`config.mk`:
```
export PLATFORM = sky130hd
export DESIGN_NAME = idft_frame_collector_flat
export DESIGN_NICKNAME = d
export VERILOG_FILES = /design/src/rtl/idft_frame_collector_if.sv /design/src/rtl/idft_frame_collector.sv /design/src/flat_wrapper.sv
export SDC_FILE = /design/constraint.sdc
export NUM_CORES = 2
export LEC_CHECK = 0
export BUFFER_PORTS_ARGS = -buffer_cell sky130_fd_sc_hd__buf_2
export CAP_MARGIN = 20
export CORE_MARGIN = 3
export CORE_UTILIZATION = 25
export DETAILED_ROUTE_END_ITERATION = 7
export HOLD_SLACK_MARGIN = 0.1
export PLACE_DENSITY = 0.46
export SYNTH_ARGS = -nofsm -noshare
export SYNTH_HDL_FRONTEND = slang
export SYNTH_SLANG_ARGS = --single-unit
```
`constraint.sdc`:
```
create_clock -name clk -period 9.9 [get_ports clk]
set_clock_uncertainty 0.1 [all_clocks]
set_input_delay 1.98 -clock clk [delete_from_list [all_inputs] [get_ports clk]]
set_output_delay 1.98 -clock clk [all_outputs]
set_load 0.05 [all_outputs]
```
`src/rtl/idft_frame_collector_if.sv`:
```
// Bundles the IDFT sample input, the drained word stream and the status/error
// signals of idft_frame_collector. The collector uses the slave modport.
interface idft_frame_collector_if #(
  parameter int DATA_W = 16
);
  logic                  next_out;
  logic [DATA_W-1:0]     Y0;
  logic [DATA_W-1:0]     Y1;
  logic [DATA_W-1:0]     Y2;
  logic [DATA_W-1:0]     Y3;
  logic                  out_valid;
  logic                  out_ready;
  logic [4*DATA_W-1:0]   out_data;
  logic                  out_last;
  logic [1:0]            frames_avail;
  logic                  overflow;
  logic                  proto_err;
  logic                  err_clr;
  // Capture FSM state for checkers: 0 = IDLE, 1 = CAPTURE.
  logic                  fsm_state;

  modport slave (
    input  next_out, Y0, Y1, Y2, Y3, out_ready, err_clr,
    output out_valid, out_data, out_last, frames_avail, overflow, proto_err,
    fsm_state
  );

  modport master (
    output next_out, Y0, Y1, Y2, Y3, out_ready, err_clr,
    input  out_valid, out_data, out_last, frames_avail, overflow, proto_err,
    fsm_state
  );
endinterface

```
`src/rtl/idft_frame_collector.sv`:
```
// Captures fixed-rate IDFT output frames into a two-bank ping-pong buffer and
// drains completed frames one word per cycle over a valid/ready stream.
module idft_frame_collector #(
  parameter int FRAME_BEATS = 16,
  parameter int DATA_W      = 16
) (
  input logic                   clk,
  input logic                   reset,
  idft_frame_collector_if.slave bus
);
  localparam int BW = (FRAME_BEATS > 1) ? $clog2(FRAME_BEATS) : 1;
  localparam logic [BW-1:0] LAST_BEAT = BW'(FRAME_BEATS - 1);

  typedef enum logic {
    IDLE    = 1'b0,
    CAPTURE = 1'b1
  } state_t;

  state_t              state;
  logic                wbank;
  logic                rbank;
  logic [BW-1:0]       wbeat;
  logic [BW-1:0]       rbeat;
  logic [1:0]          frames_avail;
  logic                overflow;
  logic                proto_err;
  logic [4*DATA_W-1:0] mem [2][FRAME_BEATS];

  logic       pop;
  logic       pop_last;
  logic       cap_last;
  logic       start_req;
  logic       bank_free;
  logic [1:0] held_next;

  // Stream handshake: a word transfers on any cycle where out_valid and
  // out_ready are both high; out_data/out_last hold until that happens.
  assign pop       = bus.out_valid && bus.out_ready;
  assign pop_last  = pop && (rbeat == LAST_BEAT);
  assign cap_last  = (state == CAPTURE) && (wbeat == LAST_BEAT);
  assign start_req = bus.next_out && ((state == IDLE) || cap_last);

  // Completed frames held after this edge; a frame finishing now counts, a
  // frame whose last word leaves now does not. This is also next frames_avail.
  assign held_next = frames_avail + {1'b0, cap_last} - {1'b0, pop_last};
  assign bank_free = (held_next < 2'd2);

  always_ff @(posedge clk) begin
    if (reset) begin
      state        <= IDLE;
      wbank        <= 1'b0;
      rbank        <= 1'b0;
      wbeat        <= '0;
      rbeat        <= '0;
      frames_avail <= 2'd0;
      overflow     <= 1'b0;
      proto_err    <= 1'b0;
    end else begin
      frames_avail <= held_next;

      if (pop) begin
        rbeat <= pop_last ? '0 : rbeat + BW'(1);
      end
      if (pop_last) begin
        rbank <= ~rbank;
      end

      if (state == CAPTURE) begin
        wbeat <= wbeat + BW'(1);
        if (cap_last) begin
          wbank <= ~wbank;
        end
      end

      // A start on the final capture beat chains straight into the next frame.
      if (start_req) begin
        if (bank_free) begin
          state <= CAPTURE;
          wbeat <= '0;
        end else begin
          state <= IDLE;
        end
      end else if (cap_last) begin
        state <= IDLE;
      end

      overflow  <= (start_req && !bank_free) || (overflow && !bus.err_clr);
      proto_err <= (bus.next_out && (state == CAPTURE) && !cap_last)
                   || (proto_err && !bus.err_clr);
    end
  end

  // Sample storage carries no reset; stale contents are never presented valid.
  always_ff @(posedge clk) begin
    if (state == CAPTURE) begin
      mem[wbank][wbeat] <= {bus.Y3, bus.Y2, bus.Y1, bus.Y0};
    end
  end

  assign bus.out_valid    = (frames_avail != 2'd0);
  assign bus.out_data     = mem[rbank][rbeat];
  assign bus.out_last     = bus.out_valid && (rbeat == LAST_BEAT);
  assign bus.frames_avail = frames_avail;
  assign bus.overflow     = overflow;
  assign bus.proto_err    = proto_err;
  assign bus.fsm_state    = (state == CAPTURE);
endmodule

```
`src/flat_wrapper.sv`:
```
// flat-port wrapper written by rule: the top's interface ports become plain ports
module idft_frame_collector_flat 
#(
  parameter int FRAME_BEATS = 16,
  parameter int DATA_W      = 16
)
  (clk, reset, bus_next_out, bus_Y0, bus_Y1, bus_Y2, bus_Y3, bus_out_ready, bus_err_clr, bus_out_valid, bus_out_data, bus_out_last, bus_frames_avail, bus_overflow, bus_proto_err, bus_fsm_state);
  idft_frame_collector_if #(.DATA_W(DATA_W)) bus_i ();
  input logic clk;
  input logic reset;
  input wire logic [$bits(bus_i.next_out)-1:0] bus_next_out;
  input wire logic [$bits(bus_i.Y0)-1:0] bus_Y0;
  input wire logic [$bits(bus_i.Y1)-1:0] bus_Y1;
  input wire logic [$bits(bus_i.Y2)-1:0] bus_Y2;
  input wire logic [$bits(bus_i.Y3)-1:0] bus_Y3;
  input wire logic [$bits(bus_i.out_ready)-1:0] bus_out_ready;
  input wire logic [$bits(bus_i.err_clr)-1:0] bus_err_clr;
  output wire logic [$bits(bus_i.out_valid)-1:0] bus_out_valid;
  output wire logic [$bits(bus_i.out_data)-1:0] bus_out_data;
  output wire logic [$bits(bus_i.out_last)-1:0] bus_out_last;
  output wire logic [$bits(bus_i.frames_avail)-1:0] bus_frames_avail;
  output wire logic [$bits(bus_i.overflow)-1:0] bus_overflow;
  output wire logic [$bits(bus_i.proto_err)-1:0] bus_proto_err;
  output wire logic [$bits(bus_i.fsm_state)-1:0] bus_fsm_state;
  assign bus_i.next_out = bus_next_out;
  assign bus_i.Y0 = bus_Y0;
  assign bus_i.Y1 = bus_Y1;
  assign bus_i.Y2 = bus_Y2;
  assign bus_i.Y3 = bus_Y3;
  assign bus_i.out_ready = bus_out_ready;
  assign bus_i.err_clr = bus_err_clr;
  assign bus_out_valid = bus_i.out_valid;
  assign bus_out_data = bus_i.out_data;
  assign bus_out_last = bus_i.out_last;
  assign bus_frames_avail = bus_i.frames_avail;
  assign bus_overflow = bus_i.overflow;
  assign bus_proto_err = bus_i.proto_err;
  assign bus_fsm_state = bus_i.fsm_state;
  idft_frame_collector #(.FRAME_BEATS(FRAME_BEATS), .DATA_W(DATA_W)) u_core (.clk(clk), .reset(reset), .bus(bus_i));
endmodule
```
==> results.sh <==
export IMPL_outcome="completed"
export IMPL_cts_buffers=223
export IMPL_synth_compound_area_frac=0.00169
export IMPL_htreeDepth=4
export IMPL_tightest_slew_ns=1.08
export IMPL_drc=0
export IMPL_holdCritPathClass="reg -> reg"
export IMPL_cts_sinks=2064
export IMPL_core_area_sq_um=312000
export IMPL_cts_tree="yes"
export IMPL_grt_ovfl_total=0
export IMPL_die_w_um=566
export IMPL_ir_drop_uv=145
export IMPL_vias=34762
export IMPL_rows=205
export IMPL_max_freq_mhz=154
export IMPL_grt_max_degree=119
export IMPL_ys_warn_count=0
export IMPL_synthMuxAreaShare=0.192
export IMPL_setup_viol=0
export IMPL_clockBufferDepth=4
export IMPL_final_common_cell="edfxtp_1"
export IMPL_cts_resized=0
export IMPL_final_nets=3442
export IMPL_leakage_nw=26.7
export IMPL_finalMaxSlewViolations=0
export IMPL_rsz0062_at_grt="no"
export IMPL_hpwl_mm=107
export IMPL_hold_violations=0
export IMPL_synth_nets=3138
export IMPL_ys_types=32
export IMPL_clkTransAtPathRegs_ns=0.06
export IMPL_final_cell_mix="edfxtp_1, mux4_2, clkbuf_16"
export IMPL_clockRootBuffer="clkbuf_16"
export IMPL_cp_data_required_time_ns=7.82
export IMPL_synth_cells=3062
export IMPL_power_mw=17.8
export IMPL_netlist_area_sq_um=78500
export IMPL_dr_pass1_iters=5
export IMPL_io_pins=140
export IMPL_fin_crit_ns=6.51
export IMPL_clock_latency_ns=0.90
export IMPL_grt_pass1_vias=36800
export IMPL_synth_fa_ha_area_frac=0.00112
export IMPL_crit_fanout=93
export IMPL_cp_end_kind="primary output"
export IMPL_critPathKind="reg -> out"
export IMPL_wire_per_inst_um=27.7
export IMPL_dieArea_sq_um=321000
export IMPL_synth_top_family_by_area="multiplexers"
export IMPL_ys_ff_latch=2064
export IMPL_synth_xor_area_frac=0.000893
export IMPL_grt_use_total=0.131
export IMPL_fin_crit_sh=0.657
export IMPL_layout_drive_gt1_share=0.359
export IMPL_seq_area_frac_synth=0.788
export IMPL_start_util=0.251
export IMPL_powerDensity_nw_per_um2=195
export IMPL_critPathLaunchType="register"
export IMPL_synthSimpleGateAreaFrac=0.00505
export IMPL_vias_per_cell=4.52
export IMPL_port_buffer_count=139
export IMPL_maxCapViolCount=0
export IMPL_grt_pass1_wl_mm=299
export IMPL_syn2layout_area_growth_pct=16.5
export IMPL_worstPathArrival_ns=4.43
export IMPL_die_h_um=566
export IMPL_antenna_found_initial=36
export IMPL_drt_iter0_markers=2948
export IMPL_finalWirelength_mm=213
export IMPL_postCtsSetupBuffers=0
export IMPL_syn_area_per_cell_sq_um=25.6
export IMPL_fin_setup_tns_ns=0
export IMPL_relSlewSlack=0.282
export IMPL_cts_hold_buf=0
export IMPL_gp_congestion=0.686
export IMPL_ant_nets=0
## cells in the mapped netlist, drive strengths merged
library cell	instances	share of area
nor3	3	0.00019
and2	1	0.000080
or2	2	0.00016
xor2	4	0.00045
buf	94	0.0077
or3	1	0.000080
dfxtp	16	0.0041
mux2i	13	0.0017
ha	7	0.0011
a21oi	6	0.00038
nor2	40	0.0019
edfxtp	2048	0.78
mux2	67	0.0096
nand3	6	0.00038
o21a	1	0.000096
o21ai	5	0.00032
nand2b	5	0.00040
a31o	1	0.00011
a32oi	1	0.00011
clkbuf	66	0.0032
a2111oi	3	0.00033
nand2	16	0.00077
nand4	1	0.000080
nand3b	3	0.00029
inv	5	0.00024
mux4	631	0.18
xnor2	4	0.00045
o32ai	3	0.00033
nor2b	9	0.00072
## per-layer routing
metal  global-route usage  up-vias  routed length, um
li1                     -    14020                  -
met3               0.0209      304               8970
met2                0.221      844             107000
met4               0.0318       10               4960
met1                0.175    19584              92600
met5                    0        -                 56
## path summary, 6_finish.rpt
path	from	endpoint	slack (ns)	cells past startpoint
worst max-delay path	register	bus_out_data[24]	3.39	6
worst min-delay path	u_core.bus.overflow	u_core.bus.overflow	0.37	2
worst max register to register	u_core.bus.fsm_state	u_core.mem[0][620]	5.90	5
worst min register to register	u_core.bus.overflow	u_core.bus.overflow	0.37	2
## registers in the layout, indices dropped and copies added, names as in the netlist, 2 cells and up, named ones only
signal / cells
u_core.rbeat: 4
u_core.mem: 2048
u_core.bus.frames_avail: 2
u_core.wbeat: 4
## through the flow
stage	util	hold WS (ns)	setup slack (ns)	cell area (sq um)	cells
floorplan	-	0.381	3.70	78500	3062
global placement	0.271	0.347	4.24	84600	7280
detailed placement	0.271	0.363	4.22	84600	7281
CTS	0.293	0.371	3.22	91400	7688
global route	0.293	0.389	3.09	91400	7692
finish	0.293	0.369	3.39	91400	7693
## cell families after synthesis
| logic type | after synthesis |
|---|---|
| mux | 711 |
| simple gates | 87 |
| xor+xnor | 8 |
| flops | 2064 |
| fa+ha+maj | 7 |
| buf+inv | 165 |
| compound gates | 20 |
## cell type report
cell class,instances,area [sq um]
sequential,2064,61800
antenna,5,12.5
fill,29989,221000
inverter,5,18.8
clock buffer,259,5740
clock inverter,148,1070
tap,4140,5180
multi-input combinational,833,16000
timing repair buffer,239,1550
## where the power goes
group	internal (mW)	switching [mW]	leakage [nW]
Clock	4.42	3.41	3.34
Combinational	0.0720	0.251	4.75
Sequential	9.63	0.00779	18.6
## critical path, stage by stage (launching register included)
cell     delay (ns)
dfxtp_4        0.59
buf_4          0.44
buf_12         0.61
mux4_2         0.60
mux4_2         0.52
mux2_2         0.33
buf_2          0.22
Note: power is estimated with default switching activity, not from simulation.
